### config.mk
export PLATFORM = sky130hd
export DESIGN_NAME = mux_lane_scanner_flat
export DESIGN_NICKNAME = d
export VERILOG_FILES = /design/src/rtl/mux_lane_scanner_if.sv /design/src/rtl/mux_lane_scanner.sv /design/src/flat_wrapper.sv
export SDC_FILE = /design/constraint.sdc
export NUM_CORES = 1
export LEC_CHECK = 0
export ABC_AREA = 1
export ABC_CLOCK_PERIOD_IN_PS = 4000
export CAP_MARGIN = 10
export CORE_ASPECT_RATIO = 0.8
export CORE_UTILIZATION = 53
export CTS_CLUSTER_SIZE = 25
export DETAILED_ROUTE_END_ITERATION = 6
export GPL_ROUTABILITY_DRIVEN = 1
export PLACE_DENSITY = 0.75
export SYNTH_ARGS = -nofsm -noshare
export SYNTH_HDL_FRONTEND = slang
export SYNTH_SLANG_ARGS = --single-unit
### constraint.sdc
create_clock -name clk -period 4 [get_ports clk]
set_input_delay 0.8 -clock clk [delete_from_list [all_inputs] [get_ports clk]]
set_output_delay 0.8 -clock clk [all_outputs]
set_load 0.05 [all_outputs]
### src/rtl/mux_lane_scanner_if.sv
// Result stream from the lane scanner: one {lane, value} entry per transfer.
// Latency: n/a (wires only).
// Backpressure: the master holds an entry while out_valid & !out_ready.
//
// Signals
//   out_valid  master -> slave  head entry is valid
//   out_ready  slave  -> master consumer accepts the head this edge
//   out_lane   master -> slave  lane index of the head entry
//   out_data   master -> slave  sampled mux value of the head entry
interface mux_lane_scanner_if #(
  parameter int SEL_W  = 5,
  parameter int DATA_W = 2
);

  logic              out_valid;
  logic              out_ready;
  logic [SEL_W-1:0]  out_lane;
  logic [DATA_W-1:0] out_data;

  modport master (
    output out_valid,
    input  out_ready,
    output out_lane,
    output out_data
  );

  modport slave (
    input  out_valid,
    output out_ready,
    input  out_lane,
    input  out_data
  );

endinterface

### src/rtl/mux_lane_scanner.sv
// Sweeps the lane mux select, samples each lane and queues non-zero values.
// Latency: lane sampled on edge N is at the FIFO head from cycle N+1 (empty FIFO).
// Backpressure: a full FIFO stalls the sweep on the current lane; nothing is dropped.
//
// Ports
//   clk, rst       clock, asynchronous active-high reset
//   start_i        pulse, begins a sweep from lane 0 (IDLE only)
//   cont_i         1: wrap to lane 0 after the last lane, 0: stop after one sweep
//   abort_i        return to IDLE on the next edge, queued entries are kept
//   sel_o          registered mux select, never above NUM_LANES-1
//   mux_out_i      mux output, combinational response to sel_o
//   busy_o         high in SCAN or STALL
//   sweep_done_o   one-cycle pulse after the last lane's sample completes
//   out_if         {lane, value} result stream (valid/ready)
module mux_lane_scanner #(
  parameter int NUM_LANES = 31,
  parameter int SEL_W     = 5,
  parameter int DATA_W    = 2,
  parameter int DEPTH     = 4
) (
  input  logic                   clk,
  input  logic                   rst,
  input  logic                   start_i,
  input  logic                   cont_i,
  input  logic                   abort_i,
  output logic [SEL_W-1:0]       sel_o,
  input  logic [DATA_W-1:0]      mux_out_i,
  output logic                   busy_o,
  output logic                   sweep_done_o,
  mux_lane_scanner_if.master     out_if
);

  // Pointers and count carry one extra bit so full and empty are distinct.
  localparam int AW = $clog2(DEPTH);
  localparam int CW = AW + 1;

  localparam logic [CW-1:0]    DEPTH_C   = CW'(DEPTH);
  localparam logic [SEL_W-1:0] LAST_LANE = SEL_W'(NUM_LANES - 1);

  typedef enum logic [1:0] {
    IDLE  = 2'd0,
    SCAN  = 2'd1,
    STALL = 2'd2
  } state_t;

  typedef struct packed {
    logic [SEL_W-1:0]  lane;
    logic [DATA_W-1:0] data;
  } entry_t;

  // ---------------------------------------------------------------------------
  // State
  // ---------------------------------------------------------------------------
  state_t           state_q, state_d;
  logic [SEL_W-1:0] sel_q,   sel_d;
  logic             done_q,  done_d;

  entry_t           mem_q [DEPTH];
  logic [CW-1:0]    wr_ptr_q, wr_ptr_d;
  logic [CW-1:0]    rd_ptr_q, rd_ptr_d;
  logic [CW-1:0]    count_q,  count_d;

  // ---------------------------------------------------------------------------
  // FIFO status and handshake
  // ---------------------------------------------------------------------------
  logic   fifo_vld;
  logic   pop;
  logic   push;
  logic   push_ok;
  logic   sample_nz;
  logic   at_last;
  entry_t head;
  entry_t wr_entry;

  assign fifo_vld  = (count_q != '0);
  assign pop       = fifo_vld & out_if.out_ready;
  // A pop on the same edge frees the slot the push needs, so full+pop still pushes.
  assign push_ok   = (count_q < DEPTH_C) | pop;
  assign sample_nz = |mux_out_i;
  assign at_last   = (sel_q == LAST_LANE);

  assign wr_entry.lane = sel_q;
  assign wr_entry.data = mux_out_i;

  // ---------------------------------------------------------------------------
  // Sweep control: next state, select, push, done
  // ---------------------------------------------------------------------------
  always_comb begin
    state_d = state_q;
    sel_d   = sel_q;
    done_d  = 1'b0;
    push    = 1'b0;

    case (state_q)
      IDLE: begin
        sel_d = '0;
        if (start_i) begin
          state_d = SCAN;
        end
      end

      // STALL evaluates the lane exactly like SCAN; it only differs in that
      // the lane is being retried after a full-FIFO refusal.
      SCAN, STALL: begin
        if (sample_nz && !push_ok) begin
          state_d = STALL;
        end else begin
          push = sample_nz;
          if (at_last) begin
            done_d  = 1'b1;
            sel_d   = '0;
            state_d = cont_i ? SCAN : IDLE;
          end else begin
            sel_d   = sel_q + SEL_W'(1);
            state_d = SCAN;
          end
        end
      end

      default: begin
        state_d = IDLE;
        sel_d   = '0;
      end
    endcase

    // Abort wins over start, over a pending push and over the done pulse.
    if (abort_i) begin
      state_d = IDLE;
      sel_d   = '0;
      done_d  = 1'b0;
      push    = 1'b0;
    end
  end

  always_ff @(posedge clk or posedge rst) begin
    if (rst) begin
      state_q <= IDLE;
      sel_q   <= '0;
      done_q  <= 1'b0;
    end else begin
      state_q <= state_d;
      sel_q   <= sel_d;
      done_q  <= done_d;
    end
  end

  // ---------------------------------------------------------------------------
  // FIFO pointers and occupancy
  // ---------------------------------------------------------------------------
  always_comb begin
    wr_ptr_d = wr_ptr_q;
    rd_ptr_d = rd_ptr_q;
    count_d  = count_q;

    if (push) begin
      wr_ptr_d = wr_ptr_q + CW'(1);
    end
    if (pop) begin
      rd_ptr_d = rd_ptr_q + CW'(1);
    end

    case ({push, pop})
      2'b10:   count_d = count_q + CW'(1);
      2'b01:   count_d = count_q - CW'(1);
      default: count_d = count_q;
    endcase
  end

  always_ff @(posedge clk or posedge rst) begin
    if (rst) begin
      wr_ptr_q <= '0;
      rd_ptr_q <= '0;
      count_q  <= '0;
    end else begin
      wr_ptr_q <= wr_ptr_d;
      rd_ptr_q <= rd_ptr_d;
      count_q  <= count_d;
    end
  end

  // Storage needs no reset: reads are masked by fifo_vld below.
  always_ff @(posedge clk) begin
    if (push) begin
      mem_q[wr_ptr_q[AW-1:0]] <= wr_entry;
    end
  end

  // ---------------------------------------------------------------------------
  // Outputs
  // ---------------------------------------------------------------------------
  assign head = mem_q[rd_ptr_q[AW-1:0]];

  // Head fields are forced to zero while empty so reset values hold immediately.
  assign out_if.out_valid = fifo_vld;
  assign out_if.out_lane  = fifo_vld ? head.lane : '0;
  assign out_if.out_data  = fifo_vld ? head.data : '0;

  assign sel_o        = sel_q;
  assign busy_o       = (state_q != IDLE);
  assign sweep_done_o = done_q;

endmodule

### src/flat_wrapper.sv
// flat-port wrapper written by rule: the top's interface ports become plain ports
module mux_lane_scanner_flat 
#(
  parameter int NUM_LANES = 31,
  parameter int SEL_W     = 5,
  parameter int DATA_W    = 2,
  parameter int DEPTH     = 4
)
  (clk, rst, start_i, cont_i, abort_i, sel_o, mux_out_i, busy_o, sweep_done_o, out_if_out_valid, out_if_out_ready, out_if_out_lane, out_if_out_data);
  mux_lane_scanner_if #(.SEL_W(SEL_W), .DATA_W(DATA_W)) out_if_i ();
  input  logic clk;
  input  logic rst;
  input  logic start_i;
  input  logic cont_i;
  input  logic abort_i;
  output logic [SEL_W-1:0] sel_o;
  input  logic [DATA_W-1:0] mux_out_i;
  output logic busy_o;
  output logic sweep_done_o;
  output wire logic [$bits(out_if_i.out_valid)-1:0] out_if_out_valid;
  input wire logic [$bits(out_if_i.out_ready)-1:0] out_if_out_ready;
  output wire logic [$bits(out_if_i.out_lane)-1:0] out_if_out_lane;
  output wire logic [$bits(out_if_i.out_data)-1:0] out_if_out_data;
  assign out_if_out_valid = out_if_i.out_valid;
  assign out_if_i.out_ready = out_if_out_ready;
  assign out_if_out_lane = out_if_i.out_lane;
  assign out_if_out_data = out_if_i.out_data;
  mux_lane_scanner #(.NUM_LANES(NUM_LANES), .SEL_W(SEL_W), .DATA_W(DATA_W), .DEPTH(DEPTH)) u_core (.clk(clk), .rst(rst), .start_i(start_i), .cont_i(cont_i), .abort_i(abort_i), .sel_o(sel_o), .mux_out_i(mux_out_i), .busy_o(busy_o), .sweep_done_o(sweep_done_o), .out_if(out_if_i));
endmodule
Word level (Yosys, flattened, before mapping)

Memories as Yosys holds them, arrays and structs flattened.
Cells that the tools add are included.

Add/subtract/negate cells: 5
Order comparisons: 1
Equality and inequality tests: 7
Muxes and demuxes: 22
Bitwise gates (word level): 2
Reduce and logical (&&, ||, !) cells: 8

Operators with widths:

| cell                  | count |
|---|---|
| $mux W5               | 5 |
| $mux W1               | 10 |
| $mux W2               | 5 |
| $add A3 B1 Y3 const B | 3 |
| $ne A3 B3 Y1 const B  | 2 |
| $pmux W3 S2           | 1 |
| $add A5 B1 Y5 const B | 1 |
| $eq A5 B5 Y1 const B  | 1 |
| $eq A2 B1 Y1 const B  | 2 |
| $eq A2 B2 Y1 const B  | 2 |
| $pmux W2 S2           | 1 |
| $reduce_bool A2 Y1    | 2 |
| $reduce_or A2 Y1      | 2 |
| $lt A3 B3 Y1 const B  | 1 |
| $reduce_bool A3 Y1    | 1 |
| $sub A3 B1 Y3 const B | 1 |
| $logic_not A2 Y1      | 1 |
| $and A1 B1 Y1         | 1 |
| $logic_and A1 B1 Y1   | 1 |
| $logic_not A1 Y1      | 1 |
| $or A1 B1 Y1          | 1 |

Flip-flop bits (word level): 17
Memory bits (writable): 28
Input bits: 8
Output and inout port bits: 15
Word-level logic and storage cells: 52
Memories: 1

Memory list:

| memory       | words | bits a word | rd ports | clocked after memory_dff | write ports | line                   | RTL |
|---|---|---|---|---|---|---|---|
| u_core.mem_q | 4     | 7           | 1        | 0                        | 1           | mux_lane_scanner.sv:58 | `entry_t mem_q [DEPTH];` |

Depth between registers and ports, before layout

Depth after elaboration: 10
Gate-level depth with buffers: 11
Gate-level depth less buffers: 11

Worst setup path after synthesis

Ideal clock, no wire load.

Kind: register to output
Start: reg u_core.count_q[0]
End: out out_if_out_data[0]
Arrival: 1.597 ns
Required time: 3.200 ns
Setup slack: 1.603 ns
Stages on the path, launching flop included: 5
Path buffers: 0
Path through: dfrtp_1 > inv_1 > nand3_2 > inv_1 > a21oi_1

Word-level cells in the longest chain between the ends: 2

RTL lines:

| element                    | line                    | RTL |
|---|---|---|
| from (decl)                | mux_lane_scanner.sv:61  | `logic [CW-1:0] count_q, count_d;` |
| from (signal assigned)     | mux_lane_scanner.sv:177 | `count_q <= count_d;` |
| $reduce_bool A3 Y1         | mux_lane_scanner.sv:75  | `assign fifo_vld = (count_q != '0);` |
| named net out_if_out_valid | flat_wrapper.sv:20      | `output wire logic [$bits(out_if_i.out_valid)-1:0] out_if_out_valid;` |
| $mux W2                    | mux_lane_scanner.sv:196 | `assign out_if.out_data = fifo_vld ? head.data : '0;` |
| to (decl)                  | flat_wrapper.sv:23      | `output wire logic [$bits(out_if_i.out_data)-1:0] out_if_out_data;` |

The timed path passes the listed nets, and every way through them passes these cells.

Worst setup path in the final report

Start: reg u_core.rd_ptr_q[0]
End: out out_if_out_lane[3]

Word-level cells in the longest chain between the ends: 2

RTL lines:

| element                | line                    | RTL |
|---|---|---|
| from (decl)            | mux_lane_scanner.sv:60  | `logic [CW-1:0] rd_ptr_q, rd_ptr_d;` |
| from (signal assigned) | mux_lane_scanner.sv:176 | `rd_ptr_q <= rd_ptr_d;` |
| $mem_v2 Z4 W7          | n/a                     |  |
| $mux W5                | mux_lane_scanner.sv:195 | `assign out_if.out_lane = fifo_vld ? head.lane : '0;` |
| to (decl)              | flat_wrapper.sv:22      | `output wire logic [$bits(out_if_i.out_lane)-1:0] out_if_out_lane;` |

No other way between the ends.

==> results.cfg <==
[critical_path]
crit_fanout = 16
r2r_cells = 11
critical_path.top_delay_family = buffers and inverters
cp.depth = 4
crit_type = reg2out
cp-end-kind = output pin
crit_chain = inv_2, o21ai_0, a21oi_1, clkdlybuf4s50_1
cp.required_ns = 3.20
startpoint_type = register
critPathBufInv = 2
max_stage_delay_ns = 0.84
crit_slowest_cell = clkdlybuf4s50_1
reg2reg_slack_ns = 1.83
critPathArrivalTime_ns = 2.29

[floorplan]
die_w_um = 71.67
initial_core_util = 0.5772
io-pin-count = 23
core_sq_um = 3566
die-area_sq_um = 4138
die_y_um = 57.74
placementRows = 19

[grt]
track_usage = 0.2164
grt_pass1_wl_um = 6582
antenna_found_initial = 0
overflow = 0
grt_max_degree = 17
grt_pass1_vias = 1427

[clocking]
path_clk_slew_ns = 0.08
holdBufCountCts = 0
htreeDepth = 2
cts_root_buffer = clkbuf_8
cts_buffers = 5
worstSkewPairLatency_ns = 0.29
clockBufferDepth = 2
cts_resized = 0
cts_tree = done
cts_sinks = 43
cts_setup_buffers = 0

[power]
power_density_nw_per_um2 = 687.8
seqPwrFrac = 0.368
p_leak_uw = 0.0009680
internal_power_uw = 921.8
power.switching_uw = 717.7
switching_share = 0.4377
ir_worst_vdd_v = 0.0004121
clkPwrFrac = 0.167
p_comb_frac = 0.465

[worst_hold_path]
min_path_type = reg2reg
hold_path_depth = 1

[placement]
hpwl_um = 2760
port-buffer-count = 22
place_worst_setup_slack_ns = 1.198
gp_congestion = 0.8274

[layout]
seq_area_sq_um = 1216
nFillCells = 267
drive_gt1_frac = 0.1111
areaGrowthSynthToFinish_pct = 15.81
final_cell_mix = 41 x nor2_1, 28 x edfxtp_1, 24 x inv_1, 22 x clkdlybuf4s50_1, 19 x nand2_1
antenna-diode-count = 0
fin_nets = 242
final_common_cell = nor2_1
multi_input_area_sq_um = 695.7

[sta]
drv_slew = 0
rsz0062_at_grt = false
max_freq_mhz = 323.5
slew_headroom = 0.5028
fin_crit_ns = 3.092
tns_ns = 0
setup_viol = 0
final.setup.worst_slack_ns = 0.9084
skew_ns = 0.003690
finalHoldViolCount = 0
min_period_over_period = 0.7729
tightest_slew_ns = 0.7430

[detailed_routing]
drt_iter0_markers = 145
postRouteAntennaNets = 0
highest_layer = met4
viasPerCell = 5.300
drc_errors = 0
met1_length_um = 1760
wl_um = 3939
wl_met2_um = 1851
post_drt_wl_per_cell_um = 14.75
first_pass_iters = 4
num_vias = 1415
wl_met3_um = 236

[yosys]
synth_area_sq_um = 2058
ys_warn_count = 0
synth_fp_nets = 217
syn-instance-count = 199
synthTopCellsByArea = edfxtp_1 41%, dfrtp_1 18%, nor2_1 7.5%, ha_1 5.5%, inv_1 4.4%
synth.largest_area_cell = edfxtp_1
synth.avg_cell_area_sq_um = 10.34
synth.top_cell.area_share = 0.4085
ys_seq_elements = 43
ys_types = 23
seq_area_frac_synth = 0.5909

[status]
status = complete, no violations

[run]
cap_viol_max_count = 0
[per-layer routing]
metal	vias up	GRT usage
met4	0	0.1064
met5	-	0
met3	14	0.05913
li1	686	-
met2	50	0.3504
met1	665	0.2727
[synthesized netlist by cell type (all sizes together)]
library cell,n
ha,9
buf,4
nor2,47
xor2,4
nand2,22
o21ai,22
dfrtp,15
edfxtp,28
nor3,2
fa,1
nand3,4
xnor2,2
o21bai,1
inv,29
a21oi,9
[registers in the layout (all words and copies together), names as in the netlist]
register / flops
u_core.sweep_done_o: 1
u_core.state_q: 2
u_core.wr_ptr_q: 2
u_core.count_q: 3
u_core.rd_ptr_q: 2
u_core.sel_o: 5
u_core.mem_q: 28
[area by class of cell]
cell class                 count  share of cell area
clock buffer                   7             0.03622
tap                           42             0.02205
multi-input combinational    123              0.2919
clock inverter                 1            0.001575
timing repair buffer          22             0.09239
sequential                    43              0.5102
inverter                      29             0.04567
[cells by family after synthesis]
group                      count (synthesis)  share of synthesized area
DFF                                       43                     0.5909
and+or+nand+nor                           75                     0.1635
AOI/OAI and AO/OA                         32                    0.08450
buffers and inverters                     33                    0.07112
adders and majority gates                 10                    0.06444
xor gates and xnor gates                   6                    0.02553
[power groups by stage]
stage                     clock [uW]  combinational, uW  sequential [uW]
after floorplan                    0                603              576
after global placement             0                733              605
after detailed placement           0                763              611
after CTS                        280                764              602
after global routing             296                830              614
final                            273                762              604
[final timing paths]
path / from / endpoint
max: u_core.rd_ptr_q[0] / out_if_out_lane[3]
min: u_core.count_q[0] / u_core.count_q[0]
max reg2reg: u_core.state_q[0] / u_core.count_q[2]
min reg2reg: u_core.count_q[0] / u_core.count_q[0]
max in group asynchronous: rst / u_core.sel_o[3]
min in group asynchronous: rst / u_core.count_q[2]
[through the flow]
step,instance area [sq um],total power [uW],hold WS (ns),cells,utilization
6_report,2384,1639,0.4773,267,0.6684
3_3_place_gp,2293,1338,0.4634,259,0.6432
5_1_grt,2384,1740,0.5032,267,0.6684
3_5_place_dp,2293,1374,0.4672,259,0.6432
2_1_floorplan,2058,1179,0.4465,199,-
4_1_cts,2384,1647,0.4776,267,0.6684
(Power assumes the default switching activity.)
